<file path="config.mk">
export PLATFORM = sky130hd
export DESIGN_NAME = uart_tx_fifo
export DESIGN_NICKNAME = d
export VERILOG_FILES = /design/src/rtl/uart_tx_fifo.sv
export SDC_FILE = /design/constraint.sdc
export NUM_CORES = 1
export LEC_CHECK = 0
export CORE_MARGIN = 2
export CORE_UTILIZATION = 40
export CTS_CLUSTER_SIZE = 25
export DETAILED_ROUTE_END_ITERATION = 10
export GPL_TIMING_DRIVEN = 0
export RECOVER_POWER = 100
export SYNTH_ARGS = -nofsm -noshare
export SYNTH_HDL_FRONTEND = slang
export SYNTH_SLANG_ARGS = --single-unit
</file>
<file path="constraint.sdc">
create_clock -name clk -period 4 [get_ports clk]
set_clock_uncertainty 0.15 [all_clocks]
set_input_delay 1 -clock clk [delete_from_list [all_inputs] [get_ports clk]]
set_output_delay 1 -clock clk [all_outputs]
set_load 0.01 [all_outputs]
</file>
<file path="src/rtl/uart_tx_fifo.sv">
// UART transmitter with a TX FIFO, a runtime baud divisor, optional parity and 1 or 2 stop bits.
// Frames go out LSB first, and queued words are sent back-to-back with no idle gap.
module uart_tx_fifo #(
  parameter int DATA_BITS   = 8,
  parameter int FIFO_DEPTH  = 16,
  parameter int DIV_WIDTH   = 16,
  parameter int DEFAULT_DIV = 87,
  parameter int PARITY_EN   = 0,
  parameter int PARITY_ODD  = 0,
  parameter int STOP_BITS   = 1
) (
  input  logic                        clk,
  input  logic                        rst,
  input  logic                        wr_en,
  input  logic [DATA_BITS-1:0]        data_in,
  input  logic [DIV_WIDTH-1:0]        div_in,
  input  logic                        div_load,
  input  logic                        ovf_clr,
  output logic                        tx,
  output logic                        busy,
  output logic                        full,
  output logic                        empty,
  output logic [$clog2(FIFO_DEPTH):0] fifo_count,
  output logic                        overflow
);

  localparam int AW = $clog2(FIFO_DEPTH);
  localparam int PW = AW + 1;
  localparam int BW = 4;
  localparam logic [DIV_WIDTH-1:0] DIV_ONE   = DIV_WIDTH'(1);
  localparam logic [DIV_WIDTH-1:0] DIV_RESET = DIV_WIDTH'(DEFAULT_DIV);
  localparam logic [BW-1:0]        LAST_DATA = BW'(DATA_BITS - 1);
  localparam logic [BW-1:0]        LAST_STOP = BW'(STOP_BITS - 1);
  localparam logic [BW-1:0]        BIT_ONE   = BW'(1);
  localparam logic [PW-1:0]        DEPTH_CNT = PW'(FIFO_DEPTH);
  localparam logic                 PAR_INIT  = (PARITY_ODD != 0);

  typedef enum logic [2:0] {
    ST_IDLE,
    ST_START,
    ST_DATA,
    ST_PARITY,
    ST_STOP
  } state_t;

  // FIFO storage and pointers (one extra wrap bit so full and empty differ)
  logic [DATA_BITS-1:0] mem_q [FIFO_DEPTH];
  logic [PW-1:0]        wr_ptr_q;
  logic [PW-1:0]        rd_ptr_q;
  logic [PW-1:0]        wr_ptr_d;
  logic [PW-1:0]        rd_ptr_d;
  logic [PW-1:0]        count_d;
  logic [PW-1:0]        count_q;
  logic                 full_q;
  logic                 empty_q;
  logic                 ovf_q;

  // Divisor and transmit state
  logic [DIV_WIDTH-1:0] shadow_q;
  logic [DIV_WIDTH-1:0] active_q;
  logic [DIV_WIDTH-1:0] baud_q;
  logic [DIV_WIDTH-1:0] div_eff;
  logic [DATA_BITS-1:0] shift_q;
  logic [DATA_BITS-1:0] head_w;
  logic                 par_q;
  logic [BW-1:0]        bit_q;
  state_t               state_q;
  logic                 tx_q;
  logic                 busy_q;

  logic                 push;
  logic                 pop;
  logic                 baud_done;
  logic                 last_stop;

  always_comb begin
    push      = wr_en && !full_q;
    baud_done = (baud_q == '0);
    last_stop = (state_q == ST_STOP) && baud_done && (bit_q == LAST_STOP);
    pop       = !empty_q && ((state_q == ST_IDLE) || last_stop);
    wr_ptr_d  = wr_ptr_q + PW'(push);
    rd_ptr_d  = rd_ptr_q + PW'(pop);
    count_d   = wr_ptr_d - rd_ptr_d;
    div_eff   = (shadow_q == '0) ? DIV_ONE : shadow_q;
    head_w    = mem_q[rd_ptr_q[AW-1:0]];
  end

  always_ff @(posedge clk) begin
    if (push) begin
      mem_q[wr_ptr_q[AW-1:0]] <= data_in;
    end
  end

  always_ff @(posedge clk or posedge rst) begin
    if (rst) begin
      wr_ptr_q <= '0;
      rd_ptr_q <= '0;
      count_q  <= '0;
      full_q   <= 1'b0;
      empty_q  <= 1'b1;
      ovf_q    <= 1'b0;
      shadow_q <= DIV_RESET;
    end else begin
      wr_ptr_q <= wr_ptr_d;
      rd_ptr_q <= rd_ptr_d;
      count_q  <= count_d;
      full_q   <= (count_d == DEPTH_CNT);
      empty_q  <= (count_d == '0);
      // A dropped write takes priority over a simultaneous clear
      if (wr_en && full_q) begin
        ovf_q <= 1'b1;
      end else if (ovf_clr) begin
        ovf_q <= 1'b0;
      end
      if (div_load) begin
        shadow_q <= div_in;
      end
    end
  end

  always_ff @(posedge clk or posedge rst) begin
    if (rst) begin
      state_q  <= ST_IDLE;
      tx_q     <= 1'b1;
      busy_q   <= 1'b0;
      shift_q  <= '0;
      par_q    <= 1'b0;
      bit_q    <= '0;
      baud_q   <= '0;
      active_q <= DIV_RESET;
    end else if (pop) begin
      // Frame start: the divisor is frozen here for the whole frame
      state_q  <= ST_START;
      tx_q     <= 1'b0;
      busy_q   <= 1'b1;
      shift_q  <= head_w;
      par_q    <= (^head_w) ^ PAR_INIT;
      bit_q    <= '0;
      active_q <= div_eff;
      baud_q   <= div_eff - DIV_ONE;
    end else if (state_q != ST_IDLE) begin
      if (!baud_done) begin
        baud_q <= baud_q - DIV_ONE;
      end else begin
        baud_q <= active_q - DIV_ONE;
        case (state_q)
          ST_START: begin
            state_q <= ST_DATA;
            tx_q    <= shift_q[0];
            shift_q <= shift_q >> 1;
            bit_q   <= '0;
          end
          ST_DATA: begin
            if (bit_q == LAST_DATA) begin
              bit_q <= '0;
              if (PARITY_EN != 0) begin
                state_q <= ST_PARITY;
                tx_q    <= par_q;
              end else begin
                state_q <= ST_STOP;
                tx_q    <= 1'b1;
              end
            end else begin
              tx_q    <= shift_q[0];
              shift_q <= shift_q >> 1;
              bit_q   <= bit_q + BIT_ONE;
            end
          end
          ST_PARITY: begin
            state_q <= ST_STOP;
            tx_q    <= 1'b1;
            bit_q   <= '0;
          end
          ST_STOP: begin
            if (bit_q == LAST_STOP) begin
              state_q <= ST_IDLE;
              busy_q  <= 1'b0;
              tx_q    <= 1'b1;
            end else begin
              bit_q <= bit_q + BIT_ONE;
            end
          end
          default: begin
            state_q <= ST_IDLE;
            busy_q  <= 1'b0;
            tx_q    <= 1'b1;
          end
        endcase
      end
    end
  end

  assign tx         = tx_q;
  assign busy       = busy_q;
  assign full       = full_q;
  assign empty      = empty_q;
  assign fifo_count = count_q;
  assign overflow   = ovf_q;

endmodule
</file>
### Yosys cells after proc, flatten, opt, wreduce, memory -nomap -nowiden

Memories as Yosys holds them, arrays and structs flattened.
Cells that the tools add are included.
Widths: inputs -> output; s select.

* $add $sub $neg: 7
* eq/ne operators: 11
* muxes and demuxes: 36
* reduce and logical (&&, ||, !) cells: 26

Operators by type and width (number)
* $mux 16: 4
* $sub 16x1->16 const B: 3
* $logic_not 16->1: 2
* $mux 8: 4
* $mux 4: 5
* $pmux 8 s2: 1
* $reduce_and 4->1: 4
* $mux 3: 5
* $mux 1: 13
* $pmux 3 s4: 1
* $pmux 4 s3: 1
* $add 5x1->5: 2
* $ne 3x3->1 const B: 3
* $eq 3x2->1 const B: 2
* $reduce_bool 2->1: 3
* $reduce_bool 3->1: 2
* $eq 5x5->1 const B: 1
* $logic_and 1x1->1: 5
* $logic_not 5->1: 1
* $sub 5x5->5: 1
* $add 4x1->4 const B: 1
* $eq 4x3->1 const B: 1
* $logic_not 4->1: 1
* $reduce_bool 4->1: 1
* other kinds (12): 13

* flip-flop bits (word level): 83
* bits in writable memories: 128
* input port bits: 29
* output and inout bits: 10
* word-level logic and storage cells: 95
* memories kept: 1

Memories
* mem_q: words 16, bits a word 8, read ports 1, clocked after Yosys merged registers in 0, wr ports 1, RTL line 47 `logic [DATA_BITS-1:0] mem_q [FIFO_DEPTH];`

### Logic depth before layout (Yosys ltp)

* word-level depth: 8
* depth in mapped cells: 19
* gate-level depth less buffers: 16

### Worst setup path before layout

Ideal clock, no wire load.

* kind: reg-to-reg
* from: reg bit_q[0]
* to: reg full_q (netlist: full)
* setup time: 105 ps
* arrival time: 3765 ps
* required time: 3745 ps
* path slack: -20 ps
* stages on the path, launching flop included: 19
* buffers on the path: 3
* clock period less this slack: 4020 ps
* cell sequence: dfrtp_1 > inv_1 > ha_1 > or3b_4 > nor2_8 > a31oi_4 > inv_2 > buf_4 > buf_2 > clkbuf_1 > ha_1 > ha_1 > fa_1 > inv_1 > a21o_1 > a21oi_1 > xnor2_1 > xnor2_1 > nor4b_1

* word-level cells in the longest chain between the ends: 7

RTL lines
* start, declared: RTL line 66 `logic [BW-1:0] bit_q;`
* start signal, assigned: RTL line 166 `bit_q <= bit_q + BIT_ONE;`
* start signal, assigned: RTL line 180 `bit_q <= bit_q + BIT_ONE;`
* $logic_not 4->1: RTL line 79 `last_stop = (state_q == ST_STOP) && baud_done && (bit_q == LAST_STOP);`
* $logic_and 1x1->1: RTL line 79
* $logic_or 1x1->1: RTL line 80 `pop = !empty_q && ((state_q == ST_IDLE) || last_stop);`
* $logic_and 1x1->1: RTL line 80
* net pop: RTL line 72 `logic pop;`
* $add 5x1->5: RTL line 82 `rd_ptr_d = rd_ptr_q + PW'(pop);`
* net rd_ptr_d[0]: RTL line 51 `logic [PW-1:0] rd_ptr_d;`
* $sub 5x5->5: RTL line 83 `count_d = wr_ptr_d - rd_ptr_d;`
* net count_d[4]: RTL line 52 `logic [PW-1:0] count_d;`
* $eq 5x5->1: RTL line 107 `full_q <= (count_d == DEPTH_CNT);`
* end signal, assigned: RTL line 107
* end, declared: RTL line 54 `logic full_q;`

The timed path passes the listed nets, and every way through them passes these cells.
A chain may end at the register's enable or synchronous reset.

### Final worst setup path

Same ends and word-level chain as after synthesis.

==> results.ini <==
[worst_setup_path]
worstPathArrival_ps = 4100
worstSetupStartpointType = register
worstPathCellList = inv_1 -> ha_2 -> or3b_4 -> nor2_8 -> a31oi_4 -> inv_2 -> buf_8 -> buf_12 -> clkbuf_16 -> ha_2 -> xnor2_2 -> inv_2 -> fa_2 -> inv_1 -> a21o_1 -> a21oi_2 -> xnor2_1 -> xnor2_1 -> nor4b_4
path_max_fanout = 11
path_class = reg -> reg
cp_slowest_cell = or3b_4
cpPeakStageDelay_ps = 430
end_kind = register
required_ps = 4250

[place]
place_congestion = 0.866
port-buffer-count = 37
dp_cells = 1005
dp_hpwl_um = 14700

[timing]
worstMarginPinSlew_ps = 1730
finalCritPeriodShare = 0.963
hold_violations = 0
rsz0062_at_grt = yes
drv_slew = 41
setup_viol = 0
max_freq_mhz = 260
relSlewSlack = -0.158
post-route-min-period_ps = 3850

[layout]
fin_cells = 1057
nets = 768
drive_gt1_frac = 0.215
num_antenna_cells = 0
syn_to_final_growth_pct = 18.5

[drt]
drcViolationCount = 0
firstDrtPassIters = 5
drtIter0Drc = 482
num_vias = 5728
routed_wl_um = 21000
wl_per_cell_um = 19.9
avgViaCountPerCell = 5.42
final_antenna_net_count = 0

[die]
die_h_um = 157
core_um2 = 22800
die-area_um2 = 24700
rows = 55
die_width_um = 157
ios = 39
start_util = 0.411

[pwr]
p_sw_mw = 2.37
p_sw_frac = 0.318
power_density_nw_per_um2 = 673
power_frac_clock = 0.287
power_mw = 7.47
p_leak_nw = 3.97
p_seq_frac = 0.408
vdd_drop_max_v = 0.000381
p_comb_frac = 0.306
intPower_mw = 5.10

[clocking]
cts_tree = built
clkSinkCount = 211
cts_root_buf = clkbuf_16
clk_latency_ps = 520
numCtsBuffers = 23
clockBufferDepth = 3
path_clk_slew_ps = 60
htreeDepth = 1
hold_buffers = 0

[logic_synthesis]
synthFlopType = edfxtp_1
synthArstFlopShare = 0.393
synth_edf_count = 128
syn-num-nets = 695
netlist_area_um2 = 9370
synth_cell_type_count = 68
ys_seq_area_frac = 0.634
avgSynthCellArea_um2 = 14.3
yosysWarnings = 0
synth_seq_cells = 211
synthCells = 654

[min_path]
hp-class = reg -> reg

[status]
outcome = finished, violations left
failed_checks = capacitance limit, slew limit

[global_routing]
grt_pass1_wl_um = 33100
overflow = 0
grt_usage = 0.175
antenna_found_initial = 0
grt_pass1_vias = 5882
grt_max_degree = 45

[run]
cap_violations = 1

placed cells by master (no fill, tap or decap), types with 4 or more instances in the layout:
cell	synthesis	routed
a21o_1	4	4
xnor2_1	14	13
buf_1	4	4
buf_4	2	11
nor4_1	7	7
nand3b_1	4	4
inv_1	17	15
ha_1	11	7
a21oi_1	17	16
mux2i_1	10	10
o21ai_0	28	28
mux4_2	40	40
clkdlybuf4s50_1	0	27
edfxtp_1	128	128
o31ai_1	14	14
a31oi_1	10	10
dfrtp_1	71	71
nor2_1	44	44
dlygate4sd3_1	0	10
dfstp_2	12	12
mux2_2	17	16
clkbuf_1	19	23
nand2b_1	5	5
nor3_1	10	9
clkbuf_8	0	5
nand2_1	80	80
o21a_1	5	5
nand3_1	13	13
clkbuf_16	0	24
cell usage after synthesis, types with 11 or more instances:
| master | number | area, um2 |
|---|---|---|
| ha_1 | 11 | 138 |
| mux4_2 | 40 | 901 |
| dfrtp_1 | 71 | 1780 |
| o21ai_0 | 28 | 140 |
| a21oi_1 | 17 | 85.1 |
| mux2_2 | 17 | 191 |
| nand2_1 | 80 | 300 |
| nand3_1 | 13 | 65.1 |
| edfxtp_1 | 128 | 3840 |
| xnor2_1 | 14 | 123 |
| dfstp_2 | 12 | 315 |
| o31ai_1 | 14 | 105 |
| clkbuf_1 | 19 | 71.3 |
| inv_1 | 17 | 63.8 |
| nor2_1 | 44 | 165 |
power groups by stage:
stage          combinational [mW]  clock, mW  sequential (mW)
2_1_floorplan                1.56          0             3.00
3_3_place_gp                 2.11          0             3.06
3_5_place_dp                 2.16          0             3.08
4_1_cts                      2.20       2.18             3.04
5_1_grt                      2.53       2.27             3.09
6_report                     2.28       2.14             3.04
sequential cells by signal (all words and copies together), names as in the netlist:
signal	count
active_q	16
baud_q	16
bit_q	4
busy	1
empty	1
fifo_count	5
full	1
mem_q	128
overflow	1
rd_ptr_q	5
shadow_q	16
shift_q	8
state_q	3
tx	1
wr_ptr_q	5
cell families after synthesis:
group,share of synthesized area
AOI/OAI and AO/OA,0.0776
muxes,0.127
and+or+nand+nor,0.107
adders and majority gates,0.0168
xor gates and xnor gates,0.0150
DFF,0.634
buffers and inverters,0.0226
cell type report:
class | instances | area (um2)
repair buffers | 48 | 450
well taps | 313 | 392
plain buffers | 31 | 193
fillers | 1964 | 11700
clock inverters | 7 | 109
clock buffers | 35 | 671
multi-input cells | 394 | 3280
flip-flops and latches | 211 | 5940
inverters | 18 | 68.8
per-stage QoR:
step | util | hold slack [ps] | setup WS (ps) | TNS, ps | cell area, um2
after CTS | 0.483 | 303 | 19.7 | 0 | 11000
after global routing | 0.487 | 335 | -37.3 | -37.3 | 11100
after floorplan | - | 284 | 105 | 0 | 9370
after global placement | 0.445 | 292 | -524 | -38860 | 10100
final | 0.487 | 303 | 147 | 0 | 11100
after detailed placement | 0.446 | 294 | -528 | -3640 | 10200
timing repair:
item                       CTS  global route
setup endpoints to repair   10             6
pin swaps                    4             4
gates resized for setup      9            17
buffers inserted             2             7
metal layers:
metal,vias to the layer above,routed length [um],GRT usage
li1,2649,-,-
met1,2890,9050,0.235
met2,155,10400,0.297
met3,34,1070,0.0264
met4,0,506,0.0502
met5,-,0,0
worst max-delay path: cells and delay by family (launching register included):
kind	cells	cell delay, ps
flip-flops	1	420
XOR/XNOR	3	540
AO/OA/AOI/OAI	3	280
AND/OR/NAND/NOR	3	810
buffers and inverters	7	790
adder cells (fa/ha/maj)	3	770
final timing paths:
kind / end / cells after the start / slack, ps / from
max: full$_DFF_PP0_ / 19 / 150 / bit_q[0]$_DFFE_PP0P_
min: active_q[6]$_DFFE_PP1N_ / 2 / 300 / active_q[6]$_DFFE_PP1N_
max reg2reg: full$_DFF_PP0_ / 19 / 150 / bit_q[0]$_DFFE_PP0P_
min reg2reg: active_q[6]$_DFFE_PP1N_ / 2 / 300 / active_q[6]$_DFFE_PP1N_
max in group asynchronous: shift_q[3]$_DFFE_PP0P_ / 3 / 780 / rst
min in group asynchronous: bit_q[2]$_DFFE_PP0P_ / 2 / 1230 / rst
No activity file was read; power rests on OpenSTA's default activity.
